===== config.mk =====
export PLATFORM = sky130hd
export DESIGN_NAME = eth_probe_gen_flat
export DESIGN_NICKNAME = d
export VERILOG_FILES = /design/src/rtl/eth_probe_gen_pkg.sv /design/src/rtl/eth_probe_gen_if.sv /design/src/rtl/eth_probe_byte_sel.sv /design/src/rtl/eth_probe_gen.sv /design/src/flat_wrapper.sv
export SDC_FILE = /design/constraint.sdc
export NUM_CORES = 1
export LEC_CHECK = 0
export BUFFER_PORTS_ARGS = -buffer_cell sky130_fd_sc_hd__buf_4
export CAP_MARGIN = 25
export CORE_MARGIN = 10
export CORE_UTILIZATION = 50
export DETAILED_ROUTE_END_ITERATION = 12
export GPL_TIMING_DRIVEN = 0
export PLACE_DENSITY = 0.77
export SLEW_MARGIN = 20
export SYNTH_ARGS = -nofsm -noshare
export SYNTH_HDL_FRONTEND = slang
export SYNTH_HIERARCHICAL = 1
export SYNTH_SLANG_ARGS = --single-unit

===== constraint.sdc =====
create_clock -name tx_clk -period 10.4 [get_ports tx_clk]
set_clock_uncertainty 0.2 [all_clocks]
set_input_delay 0 -clock tx_clk [delete_from_list [all_inputs] [get_ports tx_clk]]
set_output_delay 0 -clock tx_clk [all_outputs]
set_load 0.02 [all_outputs]

===== src/rtl/eth_probe_gen_pkg.sv =====
// Shared constants and state encoding for the delay-probe frame generator.
// Frame layout offsets are byte positions from the start of the frame.
package eth_probe_gen_pkg;

    localparam int MIN_LEN       = 60;
    localparam int MAX_STD_LEN   = 1514;
    localparam int MAX_JUMBO_LEN = 9014;

    localparam int OFS_SRC  = 6;
    localparam int OFS_TYPE = 12;
    localparam int OFS_SEQ  = 14;
    localparam int OFS_TS   = 18;

    typedef enum logic [1:0] {
        IDLE,
        WAIT_ACK,
        SEND,
        GAP
    } state_t;

endpackage


===== src/rtl/eth_probe_gen_if.sv =====
// Gig MAC TX client port: byte stream with a first-byte acknowledge.
// The generator is the master; the MAC is the slave.
interface eth_probe_gen_if;

    logic [7:0] mac_tx_data;
    logic       mac_tx_dvld;
    logic       mac_tx_ack;

    modport master (
        output mac_tx_data,
        output mac_tx_dvld,
        input  mac_tx_ack
    );

    modport slave (
        input  mac_tx_data,
        input  mac_tx_dvld,
        output mac_tx_ack
    );

endinterface


===== src/rtl/eth_probe_byte_sel.sv =====
// Combinational frame byte lookup: header fields big-endian,
// payload bytes carry the low byte of their own index.
module eth_probe_byte_sel
    import eth_probe_gen_pkg::*;
#(
    parameter logic [47:0] DST_MAC   = 48'hFFFF_FFFF_FFFF,
    parameter logic [47:0] SRC_MAC   = 48'h0002_0000_0001,
    parameter logic [15:0] ETHERTYPE = 16'h88B5,
    parameter int          TS_W      = 32,
    parameter int          LEN_W     = 14,
    parameter int          CNT_W     = 32
) (
    input  logic [LEN_W-1:0] i_idx,
    input  logic [CNT_W-1:0] i_seq,
    input  logic [TS_W-1:0]  i_ts,
    output logic [7:0]       o_byte
);

    localparam int TS_B = TS_W / 8;

    logic [31:0] w_i;
    logic [31:0] w_seq32;

    assign w_i = 32'(i_idx);

    // The sequence field is always 32 bits on the wire.
    if (CNT_W >= 32) begin : g_seq_trunc
        assign w_seq32 = i_seq[31:0];
    end else begin : g_seq_ext
        assign w_seq32 = {{(32-CNT_W){1'b0}}, i_seq};
    end

    always_comb begin
        o_byte = i_idx[7:0];
        unique case (1'b1)
            (w_i < OFS_SRC):
                o_byte = 8'(DST_MAC >> (8 * (OFS_SRC - 1 - w_i)));
            (w_i >= OFS_SRC && w_i < OFS_TYPE):
                o_byte = 8'(SRC_MAC >> (8 * (OFS_TYPE - 1 - w_i)));
            (w_i >= OFS_TYPE && w_i < OFS_SEQ):
                o_byte = 8'(ETHERTYPE >> (8 * (OFS_SEQ - 1 - w_i)));
            (w_i >= OFS_SEQ && w_i < OFS_TS):
                o_byte = 8'(w_seq32 >> (8 * (OFS_TS - 1 - w_i)));
            (w_i >= OFS_TS && w_i < OFS_TS + TS_B):
                o_byte = 8'(i_ts >> (8 * (OFS_TS + TS_B - 1 - w_i)));
            default:
                o_byte = i_idx[7:0];
        endcase
    end

endmodule


===== src/rtl/eth_probe_gen.sv =====
// Delay-probe frame generator for one gig MAC TX client port.
// Frames carry a sequence number and the transmit timestamp.
module eth_probe_gen
    import eth_probe_gen_pkg::*;
#(
    parameter logic [47:0] DST_MAC   = 48'hFFFF_FFFF_FFFF,
    parameter logic [47:0] SRC_MAC   = 48'h0002_0000_0001,
    parameter logic [15:0] ETHERTYPE = 16'h88B5,
    parameter int          TS_W      = 32,
    parameter int          LEN_W     = 14,
    parameter int          GAP_W     = 16,
    parameter int          CNT_W     = 32
) (
    input  logic              tx_clk,
    input  logic              reset_n,
    input  logic              conf_tx_en,
    input  logic              conf_tx_jumbo_en,
    input  logic              start,
    input  logic              stop,
    input  logic [LEN_W-1:0]  cfg_frame_len,
    input  logic [GAP_W-1:0]  cfg_gap,
    input  logic [CNT_W-1:0]  cfg_frame_count,
    input  logic [TS_W-1:0]   timestamp,
    eth_probe_gen_if.master   mac,
    output logic              busy,
    output logic              done,
    output logic [CNT_W-1:0]  frames_sent
);

    state_t           r_state;
    logic [LEN_W-1:0] r_len;
    logic [GAP_W-1:0] r_gap;
    logic [CNT_W-1:0] r_count;
    logic [LEN_W-1:0] r_idx;
    logic [GAP_W-1:0] r_gcnt;
    logic [CNT_W-1:0] r_seq;
    logic [CNT_W-1:0] r_frames;
    logic [TS_W-1:0]  r_ts;
    logic [7:0]       r_data;
    logic             r_dvld;
    logic             r_busy;
    logic             r_done;
    logic             r_stop_pend;

    logic [LEN_W-1:0] w_len;
    logic [GAP_W-1:0] w_gap;
    logic [LEN_W-1:0] w_nidx;
    logic [7:0]       w_byte;
    logic             w_stop_req;
    logic             w_last_frame;

    always_comb begin
        w_len = cfg_frame_len;
        if (32'(cfg_frame_len) < 32'(MIN_LEN))
            w_len = LEN_W'(MIN_LEN);
        else if (conf_tx_jumbo_en && 32'(cfg_frame_len) > 32'(MAX_JUMBO_LEN))
            w_len = LEN_W'(MAX_JUMBO_LEN);
        else if (!conf_tx_jumbo_en && 32'(cfg_frame_len) > 32'(MAX_STD_LEN))
            w_len = LEN_W'(MAX_STD_LEN);
    end

    assign w_gap = (cfg_gap == '0) ? GAP_W'(1) : cfg_gap;

    // Losing TX enable mid-run drains like an explicit stop.
    assign w_stop_req   = r_stop_pend | stop | ~conf_tx_en;
    assign w_last_frame = (r_count != '0)
                       && (r_frames + CNT_W'(1) == r_count);

    // Data is registered, so look up the byte that goes out next cycle.
    always_comb begin
        w_nidx = '0;
        unique case (r_state)
            WAIT_ACK: w_nidx = LEN_W'(1);
            SEND:     w_nidx = r_idx + LEN_W'(1);
            default:  w_nidx = '0;
        endcase
    end

    eth_probe_byte_sel #(
        .DST_MAC   (DST_MAC),
        .SRC_MAC   (SRC_MAC),
        .ETHERTYPE (ETHERTYPE),
        .TS_W      (TS_W),
        .LEN_W     (LEN_W),
        .CNT_W     (CNT_W)
    ) u_byte_sel (
        .i_idx  (w_nidx),
        .i_seq  (r_seq),
        .i_ts   (r_ts),
        .o_byte (w_byte)
    );

    always_ff @(posedge tx_clk or negedge reset_n) begin
        if (!reset_n) begin
            r_state     <= IDLE;
            r_len       <= '0;
            r_gap       <= '0;
            r_count     <= '0;
            r_idx       <= '0;
            r_gcnt      <= '0;
            r_seq       <= '0;
            r_frames    <= '0;
            r_ts        <= '0;
            r_data      <= '0;
            r_dvld      <= 1'b0;
            r_busy      <= 1'b0;
            r_done      <= 1'b0;
            r_stop_pend <= 1'b0;
        end else begin
            r_done <= 1'b0;
            if (r_state != IDLE && w_stop_req)
                r_stop_pend <= 1'b1;
            unique case (r_state)
                IDLE: begin
                    if (start && conf_tx_en && !stop) begin
                        r_len       <= w_len;
                        r_gap       <= w_gap;
                        r_count     <= cfg_frame_count;
                        r_frames    <= '0;
                        r_seq       <= '0;
                        r_idx       <= '0;
                        r_busy      <= 1'b1;
                        r_dvld      <= 1'b1;
                        r_data      <= w_byte;
                        r_stop_pend <= 1'b0;
                        r_state     <= WAIT_ACK;
                    end
                end
                WAIT_ACK: begin
                    if (mac.mac_tx_ack) begin
                        r_ts    <= timestamp;
                        r_idx   <= LEN_W'(1);
                        r_data  <= w_byte;
                        r_state <= SEND;
                    end
                end
                SEND: begin
                    if (r_idx == r_len - LEN_W'(1)) begin
                        r_frames <= r_frames + CNT_W'(1);
                        r_seq    <= r_seq + CNT_W'(1);
                        r_dvld   <= 1'b0;
                        r_data   <= '0;
                        if (w_stop_req || w_last_frame) begin
                            r_busy      <= 1'b0;
                            r_done      <= 1'b1;
                            r_stop_pend <= 1'b0;
                            r_state     <= IDLE;
                        end else begin
                            r_gcnt  <= r_gap - GAP_W'(1);
                            r_state <= GAP;
                        end
                    end else begin
                        r_idx  <= r_idx + LEN_W'(1);
                        r_data <= w_byte;
                    end
                end
                GAP: begin
                    if (w_stop_req) begin
                        r_busy      <= 1'b0;
                        r_done      <= 1'b1;
                        r_stop_pend <= 1'b0;
                        r_state     <= IDLE;
                    end else if (r_gcnt == '0) begin
                        r_idx   <= '0;
                        r_dvld  <= 1'b1;
                        r_data  <= w_byte;
                        r_state <= WAIT_ACK;
                    end else begin
                        r_gcnt <= r_gcnt - GAP_W'(1);
                    end
                end
            endcase
        end
    end

    assign mac.mac_tx_data = r_data;
    assign mac.mac_tx_dvld = r_dvld;
    assign busy            = r_busy;
    assign done            = r_done;
    assign frames_sent     = r_frames;

endmodule


===== src/flat_wrapper.sv =====
// flat-port wrapper written by rule: the top's interface ports become plain ports
module eth_probe_gen_flat import eth_probe_gen_pkg::*;
#(
    parameter logic [47:0] DST_MAC   = 48'hFFFF_FFFF_FFFF,
    parameter logic [47:0] SRC_MAC   = 48'h0002_0000_0001,
    parameter logic [15:0] ETHERTYPE = 16'h88B5,
    parameter int          TS_W      = 32,
    parameter int          LEN_W     = 14,
    parameter int          GAP_W     = 16,
    parameter int          CNT_W     = 32
)
  (tx_clk, reset_n, conf_tx_en, conf_tx_jumbo_en, start, stop, cfg_frame_len, cfg_gap, cfg_frame_count, timestamp, busy, done, frames_sent, mac_mac_tx_data, mac_mac_tx_dvld, mac_mac_tx_ack);
  eth_probe_gen_if mac_i ();
  input  logic tx_clk;
  input  logic reset_n;
  input  logic conf_tx_en;
  input  logic conf_tx_jumbo_en;
  input  logic start;
  input  logic stop;
  input  logic [LEN_W-1:0] cfg_frame_len;
  input  logic [GAP_W-1:0] cfg_gap;
  input  logic [CNT_W-1:0] cfg_frame_count;
  input  logic [TS_W-1:0] timestamp;
  output logic busy;
  output logic done;
  output logic [CNT_W-1:0] frames_sent;
  output wire logic [$bits(mac_i.mac_tx_data)-1:0] mac_mac_tx_data;
  output wire logic [$bits(mac_i.mac_tx_dvld)-1:0] mac_mac_tx_dvld;
  input wire logic [$bits(mac_i.mac_tx_ack)-1:0] mac_mac_tx_ack;
  assign mac_mac_tx_data = mac_i.mac_tx_data;
  assign mac_mac_tx_dvld = mac_i.mac_tx_dvld;
  assign mac_i.mac_tx_ack = mac_mac_tx_ack;
  eth_probe_gen #(.DST_MAC(DST_MAC), .SRC_MAC(SRC_MAC), .ETHERTYPE(ETHERTYPE), .TS_W(TS_W), .LEN_W(LEN_W), .GAP_W(GAP_W), .CNT_W(CNT_W)) u_core (.tx_clk(tx_clk), .reset_n(reset_n), .conf_tx_en(conf_tx_en), .conf_tx_jumbo_en(conf_tx_jumbo_en), .start(start), .stop(stop), .cfg_frame_len(cfg_frame_len), .cfg_gap(cfg_gap), .cfg_frame_count(cfg_frame_count), .timestamp(timestamp), .mac(mac_i), .busy(busy), .done(done), .frames_sent(frames_sent));
endmodule

# Word-level counts from Yosys, hierarchy flattened
# Index checks and enable logic that the tools add are counted.
[word_totals]
reg_bits = 202
romBits = 0
output_inout_bits = 43
wordCells = 145
memories = 0
input_bits = 101
mem_bits_rw = 0
latch_bits = 0
[op_classes]
bitwise_logic = 3
reduce_logical = 30
n_mul = 0
magnitude_cmp = 12
n_mux = 54
n_addsub = 11
n_div = 0
n_eq_ne = 16
n_shift = 5
[ops]
columns = ["op", "n"]
rows = [
  ["case mux 32 bit (2 select lines)", 2],
  ["two-way mux 14 bit", 8],
  ["two-way mux 32 bit", 3],
  ["two-way mux 16 bit", 5],
  ["adder 32 x 1 -> 32 bit, second input constant", 2],
  ["right shift 32 x 32 -> 8 bit", 2],
  ["case mux 14 bit (4 select lines)", 1],
  ["right shift 48 x 32 -> 8 bit, first input constant", 1],
  ["two-way mux 8 bit", 5],
  ["case mux 8 bit (5 select lines)", 1],
  ["right shift 34 x 32 -> 8 bit, first input constant", 1],
  ["equality test 32 bit", 1],
  ["zero test 16 bit", 2],
  ["case mux 16 bit (2 select lines)", 1],
  ["case mux 8 bit (4 select lines)", 1],
  ["nonzero test 32 bit", 1],
  ["right shift 16 x 32 -> 8 bit, first input constant", 1],
  ["subtractor 16 x 1 -> 16 bit, second input constant", 2],
  ["subtractor 4 x 14 -> 15 bit, first input constant", 2],
  ["subtractor 5 x 14 -> 15 bit, first input constant", 2],
  [">= comparator 14 x 4 -> 1 bit, second input constant", 2],
  ["less-than comparator 14 x 4 -> 1 bit, second input constant", 2],
  ["less-than comparator 14 x 5 -> 1 bit, second input constant", 2],
  ["case mux 14 bit (2 select lines)", 1],
  ["32 further kinds", 80],
]

# Logic depth before layout (Yosys ltp)
# Gate-level depths: netlist (run 1).
[logic_depth]
depth_word = 8
mapped_depth = 16
ltp_nobuf = 13

# By module
# Netlist (run 1), hierarchy kept.
[by_module_without_submodules]
columns = ["module", "seq_area_each_um2", "n_inst", "area_per_inst_um2", "cells_each"]
rows = [
  ["eth_probe_gen", 5054.8, 1, 11619.9, 1323],
  ["eth_probe_byte_sel", 0.0, 1, 1029.7, 111],
]

# Worst setup path after synthesis (run 1)
# No wires, ideal clock.
[synth_timing]
path_type = "register to register"
from = "register u_core.r_frames[0], in the netlist u_core/frames_sent[0]"
to = "register u_core.r_gcnt[13]"
required_time_ns = 10.074
setup_ns = 0.126
path_slack_ns = 6.526
arrival_time_ns = 3.548
stages_incl_launch_ff = 12
cell_sequence = "dfrtp_1 -> ha_1 -> nand3_1 -> or3_1 -> buf_2 -> or4_1 -> and3_1 -> or3b_1 -> or4b_1 -> or2_1 -> and4_4 -> a221o_1"
[synth_via]
elab_chain_cells = 6
[synth_rtl]
columns = ["item", "line_no", "rtl"]
rows = [
  ["from (decl)", "eth_probe_gen.sv:37", "logic [CNT_W-1:0] r_frames;"],
  ["from (signal assigned)", "eth_probe_gen.sv:139", "r_frames <= r_frames + CNT_W'(1);"],
  ["adder 32 x 1 -> 32 bit", "eth_probe_gen.sv:67", "&& (r_frames + CNT_W'(1) == r_count);"],
  ["equality test 32 bit", "eth_probe_gen.sv:67", ""],
  ["logical AND 1 bit", "eth_probe_gen.sv:67", ""],
  ["logical OR 1 bit", "eth_probe_gen.sv:143", "if (w_stop_req || w_last_frame) begin"],
  ["inequality test 2 bit (no source line)", "-", ""],
  ["AND reduction 5 bit (no source line)", "-", ""],
  ["to (signal assigned)", "eth_probe_gen.sv:149", "r_gcnt <= r_gap - GAP_W'(1);"],
  ["to (signal assigned)", "eth_probe_gen.sv:169", "r_gcnt <= r_gcnt - GAP_W'(1);"],
  ["to (decl)", "eth_probe_gen.sv:35", "logic [GAP_W-1:0] r_gcnt;"],
]
# Every way passes these cells.
# A chain may end at the register's enable or synchronous reset.

# Worst setup path after layout (run 1)
[layout_timing]
from = "register u_core.r_state[0]"
to = "register u_core.r_data[0], in the netlist u_core/mac.mac_tx_data[0]"
[layout_via]
elab_chain_cells = 8
word_cells_on_any_way = 40
cone_classes = "add/sub: 5; order compare: 9; eq/ne: 7; shift: 5; mux: 8; reduce/logical: 6"
[layout_rtl]
columns = ["item", "line_no", "rtl"]
rows = [
  ["from (decl)", "eth_probe_gen.sv:30", "state_t r_state;"],
  ["from (signal assigned)", "eth_probe_gen.sv:95", "r_state <= IDLE;"],
  ["from (signal assigned)", "eth_probe_gen.sv:126", "r_state <= WAIT_ACK;"],
  ["from (signal assigned)", "eth_probe_gen.sv:134", "r_state <= SEND;"],
  ["equality test 2 bit or equality test 2 x 1 -> 1 bit (tied branches)", "eth_probe_gen.sv:72", "unique case (r_state)"],
  ["case mux 14 bit (2 select lines) *", "eth_probe_gen.sv:72", ""],
  ["via u_core.w_nidx[3]", "eth_probe_gen.sv:47", "logic [LEN_W-1:0] w_nidx;"],
  ["subtractor 3 x 14 -> 15 bit, or another cell as far along", "eth_probe_byte_sel.sv:37", "o_byte = 8'(DST_MAC >> (8 * (OFS_SRC - 1 - w_i)));"],
  ["right shift 48 x 32 -> 8 bit, or another cell as far along", "eth_probe_byte_sel.sv:37", ""],
  ["case mux 8 bit (5 select lines) *", "eth_probe_byte_sel.sv:35", "unique case (1'b1)"],
  ["via u_core.w_byte[0]", "eth_probe_gen.sv:48", "logic [7:0] w_byte;"],
  ["two-way mux 8 bit", "eth_probe_gen.sv:163", "end else if (r_gcnt == '0) begin"],
  ["two-way mux 8 bit", "eth_probe_gen.sv:158", "if (w_stop_req) begin"],
  ["case mux 8 bit (4 select lines) *", "eth_probe_gen.sv:113", "unique case (r_state)"],
  ["to (signal assigned)", "eth_probe_gen.sv:124", "r_data <= w_byte;"],
  ["to (signal assigned)", "eth_probe_gen.sv:154", "r_data <= w_byte;"],
  ["to (signal assigned)", "eth_probe_gen.sv:166", "r_data <= w_byte;"],
  ["to (decl)", "eth_probe_gen.sv:39", "logic [7:0] r_data;"],
]
# The timed path passes the listed nets; every way through them passes the cells marked *. The select of a mux whose other input is x is not followed.

==> metrics.txt, run 1 <==
effective utilization at floorplan 50.52%; CP Cell Sequence inv_1 > ha_1 > clkbuf_1 > nand2_1 > clkbuf_1 > nor2_1 > clkbuf_1 > inv_1 > ha_1 > nand2b_1 > a211oi_1 > nand3_1 > o221ai_1 > o22a_1 > a22o_1; overall overflow remaining after global route 0; Stages on worst setup path 15; final weighted congestion in routability-driven placement 0.9399; RSZ-0062 raised after global routing no; power density over the cells 112.0 nW/um^2; mean number of vias per cell 6.035; number of cells traversed by the worst register-to-register path 15; Longest Clk Path Bufs 3; fraction of the mapped netlist area in adder cells 1.682%; type of the worst setup path flop to flop; CTS Root Cell sky130_fd_sc_hd__clkbuf_16; final total negative setup slack 0 ps; most repeated library cell on the critical path sky130_fd_sc_hd__clkbuf_1; XOR/XNOR share of the synthesized area 7.685%; number of flops mapped to enable cells by yosys 0; Slowest Stage Delay on Critical Path 530 ps; DRC violation total after the first TritonRoute iteration 1301; FFs w/ async S/R, synth 100.0%; setup-violating endpoint count in the final report 0; TritonCTS sink count 202; maximum fanout count along the critical path 10; number of standard cells after synthesis 1434; simple-gate area share of the yosys netlist 25.87%; CP max stage cell sky130_fd_sc_hd__clkbuf_1; final hold vios 0; capture point of the critical path u_core/mac.mac_tx_data[0]; number of clock buffers inserted by TritonCTS 24; most frequently used flop master after synthesis sky130_fd_sc_hd__dfrtp_1; vertical die dimension 179.1 um; count of filler cells inserted in the layout 1974; TritonCTS clock tree done; startpoint of the most critical hold path cfg_frame_count[11]; run status complete, no violations; area of the multi-input gates 7168 sq um; count of standard-cell rows 58; register bit count reported by yosys 202; maximum operating frequency 204.5 MHz; critical path capture point type flop; count of buffer and inverter cells on the critical path 5; Setup crit start u_core/r_state[0]; total die area 32060 sq um; diode insertion count for antenna repair 0; post-route minimum period 4890 ps; layout overhead on the synthesized area 28.66%; largest net degree at the start of global routing 101; vias in the first global route 12324; share of final-layout standard cells stronger than drive strength 1 15.93%; slew at the pin with the worst max-slew slack 991.8 ps; internal reg-to-reg setup slack 5510 ps; yosys synthesis warning count 6; I/O Pins 144; Worst Setup Start Kind flop; CTS HTree Levels 1; reg-to-reg critical path endpoint u_core/mac.mac_tx_data[0]; cell family with most CP delay buffers and inverters; final wirelength 40950 um; path class of the lowest-slack min-delay path input pin to flop; wire length of the first global-routing pass 65140 um; Tot GR Track Use 24.95%; antenna-violating nets left 0; number of iterations in the first detailed-routing pass 7; dominant combinational cell family by area after synthesis simple AND/OR/NAND/NOR gates; die width 179.1 um; portion of netlist area occupied by mux cells 6.924%; highest-count cells in the layout ignoring fill and taps sky130_fd_sc_hd__nand2_1 (243), sky130_fd_sc_hd__dfrtp_1 (202), sky130_fd_sc_hd__buf_4 (145); fin crit share 47.02%; area of the mapped netlist 12650 sq um; MaxCap Viol Count 0; Buffers on Ports 143; Syn Area/Cell 8.821 sq um; Worst slew margin 33.27%; DRC violation count after routing 0; half-perimeter wire length after detailed placement 28080 um; worst ir drop on vdd 127.2 uV; standby leakage power 7.345 nW; core outline area 25040 sq um; library cells used by synthesis 77; most common library cell in the layout ignoring fill and taps sky130_fd_sc_hd__nand2_1; Final Util 65.01%; WP data arrival 5140 ps; sequential-to-total area share from yosys stat 39.96%; Clock Pin Slew Worst Setup and Hold Paths 60 ps; Worst R2R Start u_core/r_state[0]; final slew viol count 0; Sequential cell area 5055 sq um; final layout net count 1840; data required time of the critical path 10650 ps; Net Count, Synth 1552; initial antenna violation count 0; post-CTS resize count 0; WL per Instance 19.79 um; via count of the routed design 12486; Synth Area in Compound Gates 14.41%; insertion delay to the later sink of the worst-skew pair 520 ps
## timing repair
item	CTS	global route
buffers inserted	0	0
hold buffers	117	0
setup endpoints to repair	0	0
endpoints found under the hold margin	299	0
## area by class of cell
| type | count | area share [%] |
|---|---|---|
| Buffer | 79 | 2.006 |
| Clock buffer | 33 | 4.397 |
| Clock inverter | 10 | 1.092 |
| Inverter | 30 | 0.6919 |
| Multi-Input combinational cell | 1123 | 44.04 |
| Sequential cell | 202 | 31.06 |
| Tap cell | 330 | 2.537 |
| Timing Repair Buffer | 262 | 14.18 |
## power by group
group          leakage, nW  internal (mW)  switching [mW]
Sequential            2.70          0.787         0.00103
Clock                0.440          0.602           0.340
Combinational         4.21         0.0554          0.0373
## worst min path at each step
stage,endpoint,slack [ps],cells after the start
after CTS,u_core/r_count[19],0.2,4
after detailed placement,u_core/r_gap[9],-400,1
after global routing,u_core/r_count[10],20,4
final,u_core/r_count[11],9,4
after global placement,u_core/r_count[14],-8,3
after floorplan,u_core/busy,-500,0
## stage by stage
step	worst slack (ps)	instance area, sq um	cells	power (mW)	hold slack (ps)
floorplan	6526	12650	1434	0.8071	-495.6
global route	5205	16280	2069	1.873	21.31
CTS	5426	16260	2069	1.835	0.1792
finish	5510	16280	2069	1.823	9.178
detailed placement	5533	14200	1909	0.8595	-396.7
global placement	5565	14140	1907	0.8560	-7.899
## worst register-to-register path, cell delays in order (launching register included)
cell,delay [ps]
sky130_fd_sc_hd__dfrtp_1,420
sky130_fd_sc_hd__inv_1,110
sky130_fd_sc_hd__ha_1,230
sky130_fd_sc_hd__clkbuf_1,530
sky130_fd_sc_hd__nand2_1,280
sky130_fd_sc_hd__clkbuf_1,290
sky130_fd_sc_hd__nor2_1,370
sky130_fd_sc_hd__clkbuf_1,470
sky130_fd_sc_hd__inv_1,140
sky130_fd_sc_hd__ha_1,280
sky130_fd_sc_hd__nand2b_1,170
sky130_fd_sc_hd__a211oi_1,470
sky130_fd_sc_hd__nand3_1,270
sky130_fd_sc_hd__o221ai_1,270
sky130_fd_sc_hd__o22a_1,170
sky130_fd_sc_hd__a22o_1,130
## sequential cells by signal, indices dropped and copies added (netlist names)
signal and count:
u_core/r_gcnt 16, u_core/mac.mac_tx_dvld 1, u_core/r_len 14, u_core/r_seq 32, u_core/r_state 2, u_core/r_ts 32, u_core/r_stop_pend 1, u_core/r_idx 14
u_core/done 1, u_core/mac.mac_tx_data 8, u_core/r_count 32, u_core/frames_sent 32, u_core/r_gap 16, u_core/busy 1
## logic make-up after synthesis
kind of cell / Yosys count
AOI/OAI and AO/OA: 276
DFF: 202
and+or+nand+nor: 655
muxes: 64
xor gates and xnor gates: 111
buffers and inverters: 109
adders and majority gates: 17
## Yosys cell counts (5+ instances only)
library cell | instances | area share (%)
sky130_fd_sc_hd__o22ai_1 | 9 | 0.45
sky130_fd_sc_hd__mux2_2 | 38 | 3.4
sky130_fd_sc_hd__or3_1 | 18 | 0.89
sky130_fd_sc_hd__o221ai_1 | 9 | 0.62
sky130_fd_sc_hd__clkbuf_1 | 57 | 1.7
sky130_fd_sc_hd__nor3_1 | 42 | 1.7
sky130_fd_sc_hd__inv_1 | 30 | 0.89
sky130_fd_sc_hd__nor2b_1 | 15 | 0.74
sky130_fd_sc_hd__and4_1 | 14 | 0.97
sky130_fd_sc_hd__o211ai_1 | 9 | 0.53
sky130_fd_sc_hd__ha_1 | 17 | 1.7
sky130_fd_sc_hd__and2_1 | 14 | 0.69
sky130_fd_sc_hd__and3_1 | 23 | 1.1
sky130_fd_sc_hd__dfrtp_1 | 202 | 40
sky130_fd_sc_hd__o31ai_1 | 26 | 1.5
sky130_fd_sc_hd__nand2_1 | 243 | 7.2
sky130_fd_sc_hd__o21a_1 | 7 | 0.42
sky130_fd_sc_hd__a21oi_1 | 44 | 1.7
sky130_fd_sc_hd__nor4_1 | 34 | 1.7
sky130_fd_sc_hd__o21ai_1 | 5 | 0.20
sky130_fd_sc_hd__mux2i_1 | 11 | 0.87
sky130_fd_sc_hd__nand3_1 | 41 | 1.6
sky130_fd_sc_hd__nor2_1 | 109 | 3.2
sky130_fd_sc_hd__a2111oi_0 | 5 | 0.35
sky130_fd_sc_hd__a31oi_1 | 15 | 0.74
sky130_fd_sc_hd__a211oi_1 | 6 | 0.36
sky130_fd_sc_hd__o21ai_0 | 78 | 3.1
sky130_fd_sc_hd__nand2b_1 | 22 | 1.1
sky130_fd_sc_hd__a21o_1 | 5 | 0.30
sky130_fd_sc_hd__buf_2 | 15 | 0.59
sky130_fd_sc_hd__xnor2_1 | 58 | 4.0
sky130_fd_sc_hd__or4_1 | 9 | 0.53
sky130_fd_sc_hd__a22o_1 | 13 | 0.90
sky130_fd_sc_hd__mux4_2 | 15 | 2.7
sky130_fd_sc_hd__nand4_1 | 37 | 1.8
sky130_fd_sc_hd__o41ai_1 | 7 | 0.48
sky130_fd_sc_hd__xor2_1 | 53 | 3.7
## routing by layer
| layer | global-route usage [%] | wire [um] |
|---|---|---|
| met2 | 41.70 | 19780 |
| met3 | 4.381 | 3056 |
| met1 | 31.30 | 16420 |
| met5 | 0 | 0 |
| met4 | 10.30 | 1691 |
Note: power is estimated with default switching activity, not from simulation.
==> run 2: changes to the inputs <==
--- a/config.mk
+++ b/config.mk
@@ -5,13 +5,14 @@
 export SDC_FILE = /design/constraint.sdc
 export NUM_CORES = 1
 export LEC_CHECK = 0
+export ABC_AREA = 1
 export BUFFER_PORTS_ARGS = -buffer_cell sky130_fd_sc_hd__buf_4
 export CAP_MARGIN = 25
 export CORE_MARGIN = 10
 export CORE_UTILIZATION = 50
 export DETAILED_ROUTE_END_ITERATION = 12
 export GPL_TIMING_DRIVEN = 0
-export PLACE_DENSITY = 0.77
+export PLACE_DENSITY = 0.79
 export SLEW_MARGIN = 20
 export SYNTH_ARGS = -nofsm -noshare
 export SYNTH_HDL_FRONTEND = slang
==> constraint.sdc (replaced) <==
create_clock -name tx_clk -period 4.2 [get_ports tx_clk]
set_clock_uncertainty 0.2 [all_clocks]
set_input_delay 0 -clock tx_clk [delete_from_list [all_inputs] [get_ports tx_clk]]
set_output_delay 0 -clock tx_clk [all_outputs]
set_load 0.02 [all_outputs]
==> run 2 against run 1 <==
- via count increased by 18%
- register-to-register slack got worse by 5200 ps
- synthesized cell count increased by 39%
- critical path type unchanged
- clock power increased by 100%
- total power increased to 6.2 times the previous value
- first-iteration DRC count increased by 14%
- non-clock buffer count decreased by 7
- combinational power increased to 67 times the previous value
==> metrics.txt, run 2 <==
run status complete, no violations; Worst Setup Start Kind flop; Longest Clk Path Bufs 3; number of cells traversed by the worst register-to-register path 23; overall overflow remaining after global route 0; half-perimeter wire length after detailed placement 33430 um; TritonCTS sink count 202; Buffers on Ports 143; clock power share 16.7%; area of the mapped netlist 13760 sq um; largest net degree at the start of global routing 96; final layout net count 2416; type of the worst setup path flop to flop; data required time of the critical path 4390 ps; worst ir drop on vdd 355.7 uV; die width 185.9 um; sequential-to-total area share from yosys stat 36.74%; WL per Instance 17.44 um; core outline area 27030 sq um; MaxCap Viol Count 0; number of standard cells after synthesis 2000; antenna-violating nets left 0; CP max stage cell sky130_fd_sc_hd__dfrtp_1; number of clock buffers inserted by TritonCTS 23; library cells used by synthesis 46; count of buffer and inverter cells on the critical path 6; FFs w/ async S/R, synth 100.0%; most repeated library cell on the critical path sky130_fd_sc_hd__nand2_1; Tot GR Track Use 26.75%; Synth top cells by count sky130_fd_sc_hd__nand2_1 (609), sky130_fd_sc_hd__nor2_1 (242), sky130_fd_sc_hd__dfrtp_1 (202), sky130_fd_sc_hd__inv_1 (202), sky130_fd_sc_hd__nand3_1 (165); final weighted congestion in routability-driven placement 0.9531; slew at the pin with the worst max-slew slack 1040 ps; CTS Root Cell sky130_fd_sc_hd__clkbuf_16; most frequently used flop master after synthesis sky130_fd_sc_hd__dfrtp_1; final wirelength 46260 um; WP data arrival 4090 ps; initial antenna violation count 2; Int Pwr 5.903 mW; power after layout 11.30 mW; cell taking the most area after synthesis sky130_fd_sc_hd__dfrtp_1; post-route minimum period 3897 ps; fin crit share 92.79%; mean number of vias per cell 5.555; standby leakage power 8.048 nW; Worst slew margin 30.15%; startpoint of the most critical hold path cfg_frame_count[20]; yosys synthesis warning count 6; highest-count cells in the layout ignoring fill and taps sky130_fd_sc_hd__nand2_1 (608), sky130_fd_sc_hd__nor2_1 (241), sky130_fd_sc_hd__dfrtp_1 (202); DRC violation count after routing 0; insertion delay to the later sink of the worst-skew pair 520 ps; Syn Area/Cell 6.878 sq um; share of final-layout standard cells stronger than drive strength 1 13.68%; Clock Pin Slew Worst Setup and Hold Paths 60 ps; top-count cell post-synth sky130_fd_sc_hd__nand2_1; Worst R2R Start u_core/r_state[0]; share of total power consumed by net switching 47.75%; path class of the lowest-slack min-delay path input pin to flop; part of the power in registers 27.9%; part of the total power dissipated in combinational logic 55.4%; wire length of the first global-routing pass 74510 um; vias in the first global route 14505; power density over the cells 652.6 nW/um^2; CTS HTree Levels 1; critical path capture point type flop; vertical die dimension 185.9 um; end of the worst hold path u_core/r_count[20]; setup-violating endpoint count in the final report 0; Final Util 64.06%; DRC violation total after the first TritonRoute iteration 1482; hold-critical path depth 4; total die area 34550 sq um; I/O Pins 144; most common library cell in the layout ignoring fill and taps sky130_fd_sc_hd__nand2_1; number of iterations in the first detailed-routing pass 5; maximum operating frequency 256.6 MHz; reg-to-reg critical path endpoint u_core/mac.mac_tx_data[6]; final slew viol count 0; register bit count reported by yosys 202; effective utilization at floorplan 50.90%; layout overhead on the synthesized area 25.84%; internal reg-to-reg setup slack 300 ps; via count of the routed design 14737; portion of synthesized cell area occupied by the leading cell type 36.74%; Net Count, Synth 2118; Slowest Stage Delay on Critical Path 410 ps; final hold vios 0; count of standard-cell rows 60; cell family with most CP delay simple AND/OR/NAND/NOR gates; CP Cell Sequence inv_1 > ha_1 > buf_4 > nand2_2 > inv_2 > o21ai_0 > a21oi_2 > inv_1 > ha_1 > nand2_1 > nand2_1 > nand2_1 > inv_1 > nand3_1 > inv_1 > nand2_1 > nor2_4 > nand2_1 > o21ai_0 > nor2_1 > nor2_1 > nand3_1 > o21ai_0; switching power summed over all nets 5.394 mW; number of flops mapped to enable cells by yosys 0; maximum fanout count along the critical path 10; main area contributors after synthesis sky130_fd_sc_hd__dfrtp_1 (37%), sky130_fd_sc_hd__nand2_1 (17%), sky130_fd_sc_hd__nor2_1 (6.6%), sky130_fd_sc_hd__nand3_1 (6.0%), sky130_fd_sc_hd__inv_1 (5.5%); Stages on worst setup path 23; TritonCTS clock tree done
run 2: cell types whose count changed after synthesis, moves of 18 or more:
cell                       delta
sky130_fd_sc_hd__nor2_1     +133
sky130_fd_sc_hd__clkbuf_1    -26
sky130_fd_sc_hd__nand3_1    +124
sky130_fd_sc_hd__inv_1      +172
sky130_fd_sc_hd__xnor2_1     -38
sky130_fd_sc_hd__o21ai_0     +54
sky130_fd_sc_hd__and3_1      -23
sky130_fd_sc_hd__nor4_1      -21
sky130_fd_sc_hd__nand2_1    +366
sky130_fd_sc_hd__nand2b_1    -22
sky130_fd_sc_hd__or3_1       -18
run 2: cell families (layout without fill, tap and decap cells):
kind of cell	after synthesis	count (layout)	share of synthesized area, %
simple gates	1162	1162	36.78
buf+inv	277	587	8.022
compound gates	246	246	10.11
flops	202	202	36.74
xor+xnor	64	64	4.175
mux	32	32	2.619
fa+ha+maj	17	17	1.546
other cells	0	2	0
run 2: power groups by stage:
stage                     clock network, mW  logic [mW]  registers (mW)
final                                  1.88        6.26            3.16
after global routing                   1.99        6.99            3.24
after CTS                              1.90        6.11            3.14
after detailed placement                  0        5.92            3.16
after global placement                    0        5.76            3.14
after floorplan                           0        4.31            3.07
run 2: worst max path at each step:
stage / startpoint / end / slack [ps]
detailed placement: u_core/r_state[0] / u_core/mac.mac_tx_data[6] / -240
CTS: u_core/r_state[0] / u_core/mac.mac_tx_data[6] / 60
global route: u_core/r_state[0] / u_core/mac.mac_tx_data[6] / -50
global placement: u_core/r_state[0] / u_core/mac.mac_tx_data[6] / -150
finish: u_core/r_state[0] / u_core/mac.mac_tx_data[6] / 300
floorplan: u_core/r_state[0] / u_core/mac.mac_tx_data[2] / 830
run 2: per-layer routing:
layer	vias up	global-route usage, %	routed length (um)
met5	-	0	0
met4	0	9.320	1455
met3	96	3.919	3216
met2	626	44.51	21950
met1	6953	34.73	19630
li1	7062	-	-
run 2: final cells by class:
type / count / area [sq um]
Fill cell: 2408 / 9714
Inverter: 216 / 810.8
Buffer: 61 / 292.8
Clock buffer: 34 / 656.9
Antenna cell: 2 / 5.005
Tap cell: 341 / 426.7
Clock inverter: 3 / 18.77
Multi-Input combinational cell: 1521 / 7626
Timing Repair Buffer: 273 / 2420
Sequential cell: 202 / 5055
run 2: repair_timing:
action	4_1_cts	5_1_grt
resized for setup	1	6
hold buffers	122	0
setup endpoints to repair	8	8
gates cloned	0	0
buffers inserted	0	6
hold endpoints to repair	309	0
run 2: stage by stage:
step / hold WS (ps) / setup WS (ps) / TNS, ps / cell area, sq um / instances
floorplan: -495.6 / 831.0 / 0 / 13760 / 2000
global placement: -5.538 / -149.3 / -658.6 / 15260 / 2484
detailed placement: -264.2 / -236.6 / -1313 / 15320 / 2486
CTS: 1.850 / 60.07 / 0 / 17240 / 2645
global route: 53.56 / -51.86 / -71.90 / 17310 / 2653
finish: 26.28 / 303.0 / 0 / 17310 / 2653
run 2: tightest hold or removal path, cell delays in order:
cell and delay [ps]:
sky130_fd_sc_hd__dlygate4sd3_1 520, sky130_fd_sc_hd__buf_4 100, sky130_fd_sc_hd__nand2_1 50, sky130_fd_sc_hd__nand2_1 50
==> run 3: changes to the inputs <==
--- a/config.mk
+++ b/config.mk
@@ -12,7 +12,7 @@
 export CORE_UTILIZATION = 50
 export DETAILED_ROUTE_END_ITERATION = 12
 export GPL_TIMING_DRIVEN = 0
-export PLACE_DENSITY = 0.79
+export PLACE_DENSITY = 0.75
 export SLEW_MARGIN = 20
 export SYNTH_ARGS = -nofsm -noshare
 export SYNTH_HDL_FRONTEND = slang
==> run 3 against run 2 <==
- critical path depth down 5
- non-clock buffer count unchanged
- via count down 0.91%
- clock-buffer cell count decreased by 1
- largest power group unchanged
- sequential cell count stayed put
- sequential share of layout area is 0.13 points lower
- total power increased by 0.69%
- critical path type unchanged
==> metrics.txt, run 3 (synthesis gave the netlist of run 2 again) <==
area post-placement 15320 sq um; share of final-layout standard cells stronger than drive strength 1 13.91%; Longest Clk Path Bufs 3; Clock Pin Slew Worst Setup and Hold Paths 50 ps; slew at the pin with the worst max-slew slack 1021 ps; Final Non-Filler Cells 2656; diode insertion count for antenna repair 0; core outline area 27030 sq um; Tot GR Track Use 26.49%; path class of the lowest-slack min-delay path input pin to flop; WP data arrival 4140 ps; standby leakage power 8.087 nW; insertion delay to the later sink of the worst-skew pair 530 ps; setup-violating endpoint count in the final report 0; final weighted congestion in routability-driven placement 1.006; Worst slew margin 31.39%; run status complete, no violations; number of clock buffers inserted by TritonCTS 25; overall overflow remaining after global route 0; WL per Instance 17.32 um; initial antenna violation count 0; largest net degree at the start of global routing 75; I/O Pins 144; antenna-violating nets left 0; TritonCTS sink count 202; mean number of vias per cell 5.498; final total negative setup slack 0 ps; area of the multi-input gates 7629 sq um; most common library cell in the layout ignoring fill and taps sky130_fd_sc_hd__nand2_1; TritonCTS clock tree done; worst ir drop on vdd 392.8 uV; area of all placed cells without fillers 17390 sq um; final hold vios 0; layout overhead on the synthesized area 26.38%; # placed instances 2486; Sequential cell area 5055 sq um; CTS HTree Levels 1; final wirelength 46000 um; Worst Setup Start Kind flop; via count of the routed design 14603; wire length of the first global-routing pass 73690 um; final layout net count 2418; type of the worst setup path flop to flop; DRC violation total after the first TritonRoute iteration 1521; critical path capture point type flop; maximum operating frequency 252.8 MHz; number of iterations in the first detailed-routing pass 6; DRC violation count after routing 0; final slew viol count 0; fin crit share 94.18%; power density over the cells 654.3 nW/um^2; CTS Root Cell sky130_fd_sc_hd__clkbuf_16; total die area 34550 sq um; die width 185.9 um; maximum fanout count along the critical path 10; half-perimeter wire length after detailed placement 33100 um; vias in the first global route 14167; count of standard-cell rows 60; data required time of the critical path 4380 ps; post-route minimum period 3955 ps; effective utilization at floorplan 50.90%; Buffers on Ports 143; highest-count cells in the layout ignoring fill and taps sky130_fd_sc_hd__nand2_1 (608), sky130_fd_sc_hd__nor2_1 (238), sky130_fd_sc_hd__inv_1 (202), sky130_fd_sc_hd__dfrtp_1 (202), sky130_fd_sc_hd__nand3_1 (165); MaxCap Viol Count 0; count of filler cells inserted in the layout 2312; Final Util 64.33%; vertical die dimension 185.9 um
run 3: per-layer routing:
metal  global-route usage, %  vias to the layer above  routed length [um]
li1                        -                     7066                   -
met5                       0                        -                   0
met1                   34.73                     6863               19730
met4                   6.933                        0                1137
met3                   4.231                       93                3272
met2                   44.47                      581               21860
run 3: worst max-delay path: stages (launching register included):
cell and delay [ps]:
sky130_fd_sc_hd__dfrtp_1 420, sky130_fd_sc_hd__inv_1 120, sky130_fd_sc_hd__ha_1 150, sky130_fd_sc_hd__buf_4 220, sky130_fd_sc_hd__inv_1 90, sky130_fd_sc_hd__clkbuf_1 420, sky130_fd_sc_hd__nor3_1 820, sky130_fd_sc_hd__nor2_1 180
sky130_fd_sc_hd__nand2_2 180, sky130_fd_sc_hd__inv_1 90, sky130_fd_sc_hd__nand3_1 140, sky130_fd_sc_hd__nand2_2 70, sky130_fd_sc_hd__nand2_2 80, sky130_fd_sc_hd__nand4_4 100, sky130_fd_sc_hd__buf_6 160, sky130_fd_sc_hd__nor2_1 130
sky130_fd_sc_hd__nor2_1 80, sky130_fd_sc_hd__nand3_1 80, sky130_fd_sc_hd__o21ai_0 90
run 3: per-stage QoR:
stage               hold slack [ps]  setup slack [ps]  total power, mW
floorplan                    -495.6             831.0            7.372
global placement             -5.628            -122.2            8.900
detailed placement           -219.3            -141.6            9.029
CTS                           4.792             120.9            11.26
global route                  22.66            -4.035            12.29
finish                        15.99             244.6            11.38
run 3: layout make-up:
cell class,instances,share of cell area [%]
plain buffers,61,1.684
clock buffers,33,3.886
clock inverters,9,0.4174
inverters,216,4.663
multi-input cells,1521,43.88
flip-flops and latches,202,29.07
well taps,341,2.454
repair buffers,273,13.95
run 3: power by group:
group | total [mW] | internal (mW) | switching (mW) | leakage (nW)
Combinational | 6.21 | 2.20 | 4.01 | 5.14
Clock | 2.01 | 1.18 | 0.833 | 0.371
Sequential | 3.15 | 2.63 | 0.519 | 2.57
Total | 11.4 | 6.02 | 5.36 | 8.09
run 3: what timing repair did:
item                                    4_1_cts  5_1_grt
buffers inserted                              0        4
hold endpoints to repair                    235        0
gates resized for setup                       1        7
endpoints found under the setup margin        8        8
hold buffers                                124        0
run 3: worst paths after layout:
check / startpoint / endpoint / slack, ps / depth (start not counted)
setup / recovery: u_core/r_state[0] / u_core/mac.mac_tx_data[3] / 240 / 18
hold / removal: cfg_frame_count[25] / u_core/r_count[25] / 20 / 4
setup reg to reg: u_core/r_state[0] / u_core/mac.mac_tx_data[3] / 240 / 18
hold reg to reg: u_core/r_gcnt[6] / u_core/r_gcnt[6] / 270 / 2
max in group asynchronous: reset_n / u_core/mac.mac_tx_dvld / 2670 / 5
min in group asynchronous: reset_n / u_core/r_len[6] / 400 / 4
